## config.mk

```make
export PLATFORM = sky130hd
export DESIGN_NAME = fft_avalon_master_slave
export DESIGN_NICKNAME = d
export VERILOG_FILES = /design/src/rtl/fft_avalon_master_slave.sv
export SDC_FILE = /design/constraint.sdc
export NUM_CORES = 1
export LEC_CHECK = 0
export BUFFER_PORTS_ARGS = -buffer_cell sky130_fd_sc_hd__buf_2
export CAP_MARGIN = 20
export CORE_MARGIN = 2
export CORE_UTILIZATION = 45
export DETAILED_ROUTE_END_ITERATION = 10
export PLACE_DENSITY = 0.83
export SYNTH_ARGS = -nofsm -noshare
export SYNTH_HDL_FRONTEND = slang
export SYNTH_SLANG_ARGS = --single-unit
export TNS_END_PERCENT = 50
```

## constraint.sdc

```tcl
create_clock -name clk -period 4.2 [get_ports clk]
set_input_delay 0.21 -clock clk [delete_from_list [all_inputs] [get_ports clk]]
set_output_delay 0.21 -clock clk [all_outputs]
set_load 0.03 [all_outputs]
```

## src/rtl/fft_avalon_master_slave.sv

```systemverilog
// fft_avalon_master_slave: Avalon-MM slave fills a sample SRAM; a write master streams it to memory on start
module fft_avalon_master_slave #(
  parameter int MASTER_ADDRESSWIDTH = 32,
  parameter int SLAVE_ADDRESSWIDTH = 9,
  parameter int DATAWIDTH = 32,
  parameter int SRAM_DATAWIDTH = 16,
  parameter int SRAM_WORDS = 512,
  parameter logic [SLAVE_ADDRESSWIDTH-1:0] START_ADDR = 9'h1FF,
  parameter logic [SLAVE_ADDRESSWIDTH-1:0] DEST_ADDR = 9'h1FE
) (
  input  logic                           clk,
  input  logic                           n_rst,
  input  logic                           slave_chipselect,
  input  logic                           slave_read,
  input  logic                           slave_write,
  input  logic [SLAVE_ADDRESSWIDTH-1:0]  slave_address,
  input  logic [DATAWIDTH-1:0]           slave_writedata,
  output logic [DATAWIDTH-1:0]           slave_readdata,
  output logic [MASTER_ADDRESSWIDTH-1:0] master_address,
  output logic [DATAWIDTH-1:0]           master_writedata,
  output logic                           master_write,
  output logic                           master_read,
  input  logic [DATAWIDTH-1:0]           master_readdata,
  input  logic                           master_readdatavalid,
  input  logic                           master_waitrequest,
  output logic                           f_wren,
  output logic                           f_rden,
  output logic [SRAM_DATAWIDTH-1:0]      f_data,
  output logic [SLAVE_ADDRESSWIDTH-1:0]  f_address,
  input  logic [SRAM_DATAWIDTH-1:0]      f_q
);
  localparam int IW = $clog2(SRAM_WORDS);
  typedef enum logic [2:0] {IDLE, RD, WQ, WR, DONE} state_t;
  state_t state, state_nx;
  logic [IW-1:0] idx;
  logic [SRAM_DATAWIDTH-1:0] data_q;
  logic [MASTER_ADDRESSWIDTH-1:0] dest_base;
  logic done, busy, is_sram, s_wr, s_rd, sram_wr, sram_rd, start, xfer, last;
  logic rd_sram_q;
  logic [DATAWIDTH-1:0] rd_reg_q;
  logic unused_ok;
  assign unused_ok = ^{master_readdata, master_readdatavalid};
  assign busy = (state == RD) | (state == WQ) | (state == WR);
  assign is_sram = slave_address < DEST_ADDR;
  assign s_wr = slave_chipselect & slave_write;
  assign s_rd = slave_chipselect & slave_read;
  assign sram_wr = s_wr & is_sram & ~busy;
  assign sram_rd = s_rd & is_sram & ~busy & ~s_wr;
  assign start = s_wr & (slave_address == START_ADDR) & (state == IDLE);
  assign xfer = (state == WR) & ~master_waitrequest;
  assign last = idx == IW'(SRAM_WORDS - 1);
  assign master_read = 1'b0;
  always_ff @(posedge clk or negedge n_rst)
    if (!n_rst) state <= IDLE;
    else state <= state_nx;
  always_comb begin
    state_nx = state;
    case (state)
      IDLE: state_nx = start ? RD : IDLE;
      RD:   state_nx = WQ;
      WQ:   state_nx = WR;
      WR:   state_nx = xfer ? (last ? DONE : RD) : WR;
      default: state_nx = IDLE;
    endcase
  end
  always_comb begin
    f_wren = sram_wr;
    f_rden = (state == RD) | sram_rd;
    f_address = (state == RD) ? SLAVE_ADDRESSWIDTH'(idx) : (sram_wr | sram_rd) ? slave_address : '0;
    f_data = sram_wr ? slave_writedata[SRAM_DATAWIDTH-1:0] : '0;
    master_write = state == WR;
    master_address = (state == WR) ? dest_base + (MASTER_ADDRESSWIDTH'(idx) << 2) : '0;
    master_writedata = (state == WR) ? DATAWIDTH'(data_q) : '0;
  end
  always_ff @(posedge clk or negedge n_rst)
    if (!n_rst) begin
      idx <= '0;
      data_q <= '0;
      dest_base <= '0;
      done <= 1'b0;
      rd_sram_q <= 1'b0;
      rd_reg_q <= '0;
    end else begin
      idx <= start ? '0 : (xfer & ~last) ? idx + 1'b1 : idx;
      data_q <= (state == WQ) ? f_q : data_q;
      dest_base <= (s_wr & (slave_address == DEST_ADDR) & ~busy) ? slave_writedata[MASTER_ADDRESSWIDTH-1:0] : dest_base;
      done <= start ? 1'b0 : (xfer & last) ? 1'b1 : done;
      rd_sram_q <= sram_rd;
      rd_reg_q <= ~s_rd ? '0 :
                  (slave_address == START_ADDR) ? DATAWIDTH'({done, busy}) :
                  (slave_address == DEST_ADDR) ? DATAWIDTH'(dest_base) : '0;
    end
  // SRAM data arrives the cycle after f_rden, so it is muxed in behind the registered select
  assign slave_readdata = rd_sram_q ? DATAWIDTH'(f_q) : rd_reg_q;
endmodule

```

==> flow_metrics.tcl <==
set metrics [dict create \
    crit_family "simple AND/OR/NAND/NOR gates" \
    setup.reg_to_reg.worst_slack_ns 2.06 \
    worstPathCellList "nand2b_1, or2_2, inv_1, o311ai_0, nand2_1, buf_2" \
    seq_area_frac_synth_pct 43.78 \
    fin_tns_setup_ns 0 \
    grt_max_degree 55 \
    io_pins 221 \
    diodes 0 \
    syn_inst 522 \
    synth-seq-cells 94 \
    p_per_area_nw_per_um2 460.3 \
    placed_area_um2 6290 \
    timing.final.crit_period_ns 3.309 \
    start_kind "flop" \
    reg2reg_from "idx[0]$_DFFE_PN0P_" \
    synth_area_um2 5373 \
    firstDrtPassIters 7 \
    drive_above_1_share_pct 38.99 \
    port_buffers 170 \
    cts.clk_slew.worst_paths_ns 0.07 \
    remaining_drc_errors 16 \
    wl_per_cell_um 16.68 \
    place_hpwl_um 10540 \
    crit_cells 6 \
    finalInstanceArea_um2 6574 \
    status "finished, violations left" \
    cap_violations 0 \
    crit-reg2reg-capture "idx[7]$_DFFE_PN0P_" \
    slowest_stage "inv_1" \
    htree_levels 3 \
    vias 4478 \
    fin_crit_sh_pct 78.79 \
    cp.arrival_ns 3.10 \
    die_area_um2 12830 \
    rows 39 \
    violations "design-rule violations" \
    pre_cts_ws_ns 1.245 \
    crit_path_start "state[2]$_DFF_PN0_" \
    crit_buf_inv 2 \
    final_cell_count_no_fill 833 \
    cts_buffer_depth 2 \
    drtIter0Drc 305 \
    cts.sinks 94 \
    die_x_um 113.3 \
    ir_worst_vdd_v 0.0001827 \
    cp-endpoint "master_address[17]" \
    synth.avg_cell_area_um2 10.29 \
    wirelength_um 13890 \
    synth-edff-count 0 \
    nets 793 \
    maxSlewViolCount 0 \
    post-route-util_pct 57.08 \
    rr_worst_depth 8 \
    finClkSkew_ns 0.008140 \
    syn_to_final_growth_pct 22.36 \
    setup_viol 0 \
    numCtsBuffers 9 \
    crit_fanout 33 \
    clock_latency_ns 0.34 \
    power.leakage_nw 3.447 \
    synth.distinct_cells 56 \
    cp_slowest_stage_delay_ns 0.77 \
    drtAntennaViolNets 0 \
    critPathRequiredTime_ns 3.99 \
    totalPowerFinal_mw 3.026 \
    core_area_um2 11520 \
    grt.total_usage_pct 21.52 \
    critPathCaptureType "output pin" \
    hold_violations 0 \
    antenna_found_initial 0 \
    synth_top_flop_cell "dfrtp_1" \
    grt_pass1_wl_um 21780 \
    whs_ns 0.07764 \
    cts-root-buf "clkbuf_16" \
    fmax_ghz 0.3022 \
    post_cts_buffers 0 \
    via_per_inst 5.376 \
    initial_core_util_pct 46.65 \
    die_y_um 113.3 \
    hp-class "in -> reg" \
    layout_setup_ws_ns 0.8909 \
    async_flop_share_pct 100.0 \
    grt_pass1_vias 4465 \
    synth_warnings 0 \
    critPathKind "reg -> out" \
    dp.cells 816 \
    grt.overflow.total 0 \
    worst_pin_slew_ns 1.057 \
    cts_tree "built" \
    rsz0062_at_grt "no" \
    relSlewSlack_pct 29.01 \
    routabilityCongestion 0.8984 \
]
-- where the power goes --
group | total, mW | leakage (nW) | switching (mW) | internal (mW)
logic | 1.16 | 2.06 | 0.761 | 0.394
registers | 1.12 | 1.26 | 0.0954 | 1.02
clock network | 0.753 | 0.126 | 0.348 | 0.404
total | 3.03 | 3.45 | 1.21 | 1.82
-- placed cells by master, fill, tap and decap left out, types with 3 or more instances in the layout --
| cell | Yosys | final |
|---|---|---|
| or3_1 | 12 | 12 |
| nand4_1 | 8 | 8 |
| nand2_1 | 29 | 29 |
| a22o_1 | 9 | 9 |
| nor3_1 | 14 | 14 |
| dfrtp_1 | 94 | 94 |
| conb_1 | 1 | 17 |
| xnor2_1 | 3 | 3 |
| nand3_1 | 7 | 7 |
| a21o_1 | 4 | 4 |
| o21a_1 | 3 | 3 |
| or4_1 | 4 | 4 |
| buf_2 | 3 | 169 |
| inv_1 | 11 | 11 |
| nor2_1 | 28 | 28 |
| and2_1 | 62 | 62 |
| buf_4 | 17 | 8 |
| a211oi_1 | 4 | 4 |
| clkinvlp_4 | 0 | 3 |
| clkbuf_16 | 0 | 9 |
| xor2_1 | 7 | 7 |
| mux2i_1 | 11 | 11 |
| mux2_2 | 64 | 64 |
| o21ai_0 | 9 | 9 |
| ha_1 | 11 | 11 |
| a21oi_1 | 25 | 25 |
| nor2b_1 | 21 | 21 |
| o31ai_1 | 4 | 4 |
-- kinds of logic after synthesis --
| group | share of synthesized area [%] |
|---|---|
| AND/OR/NAND/NOR | 21.96 |
| multiplexers | 15.46 |
| other | 0.06980 |
| flip-flops | 43.78 |
| AO/OA/AOI/OAI | 8.920 |
| buffers and inverters | 5.240 |
| adder cells (fa/ha/maj) | 2.934 |
| XOR/XNOR | 1.630 |
-- worst min-delay path by stage --
stage | start | to | slack [ns] | cells after the start
4_1_cts | master_waitrequest | state[2]$_DFF_PN0_ | 0.06 | 2
6_report | master_waitrequest | state[2]$_DFF_PN0_ | 0.08 | 2
3_3_place_gp | n_rst | rd_reg_q[18]$_DFF_PN0_ | 0.27 | 1
5_1_grt | master_waitrequest | state[2]$_DFF_PN0_ | 0.08 | 2
3_5_place_dp | n_rst | rd_reg_q[31]$_DFF_PN0_ | 0.28 | 1
2_1_floorplan | n_rst | data_q[0]$_DFFE_PN0P_ | -0.09 | 0
-- routing by layer --
metal  vias up  part of all wire (%)  global-route usage (%)
met5         -                     0                       0
met4         0                   2.2                   8.211
met3        22                   7.6                   4.178
met2       169                    50                   37.56
met1      2171                    40                   26.40
li1       2116                     -                       -
-- cell type report --
| cell class | count | area (µm²) |
|---|---|---|
| sequential | 94 | 2352 |
| timing repair buffer | 178 | 915.9 |
| clock buffer | 10 | 229.0 |
| clock inverter | 6 | 45.04 |
| multi-input combinational | 391 | 2811 |
| inverter | 11 | 41.29 |
| fill | 979 | 4942 |
| tap | 143 | 178.9 |
-- cell usage after synthesis (all sizes together), types with 3 or more instances --
cell	instances	area [µm²]
or4	4	30.03
a211oi	4	30.03
dfrtp	94	2352
and2	64	402.9
mux2	64	720.7
or3	13	82.58
nor2	28	105.1
nand2	29	108.9
ha	11	137.6
a21o	4	30.03
o31ai	4	30.03
a22o	9	78.83
o21a	3	22.52
xor2	7	61.31
clkbuf	15	56.30
inv	11	41.29
xnor2	3	26.28
nand3	8	52.55
nand4	9	71.32
nor3	16	96.35
nor4	3	25.02
a21oi	25	125.1
o21ai	11	55.05
buf	27	183.9
nor2b	21	131.4
mux2i	11	110.1
-- state kept, by name, summed over array words and instances (netlist names) --
name	count
rd_reg_q	32
idx	9
rd_sram_q	1
dest_base	32
data_q	16
done	1
state	3
-- timing repair --
| item | CTS | global route |
|---|---|---|
| hold buffers | 1 | 0 |
| hold endpoints to repair | 53 | 0 |
| gates resized for setup | 0 | 0 |
No activity file was read; power rests on OpenSTA's default activity.
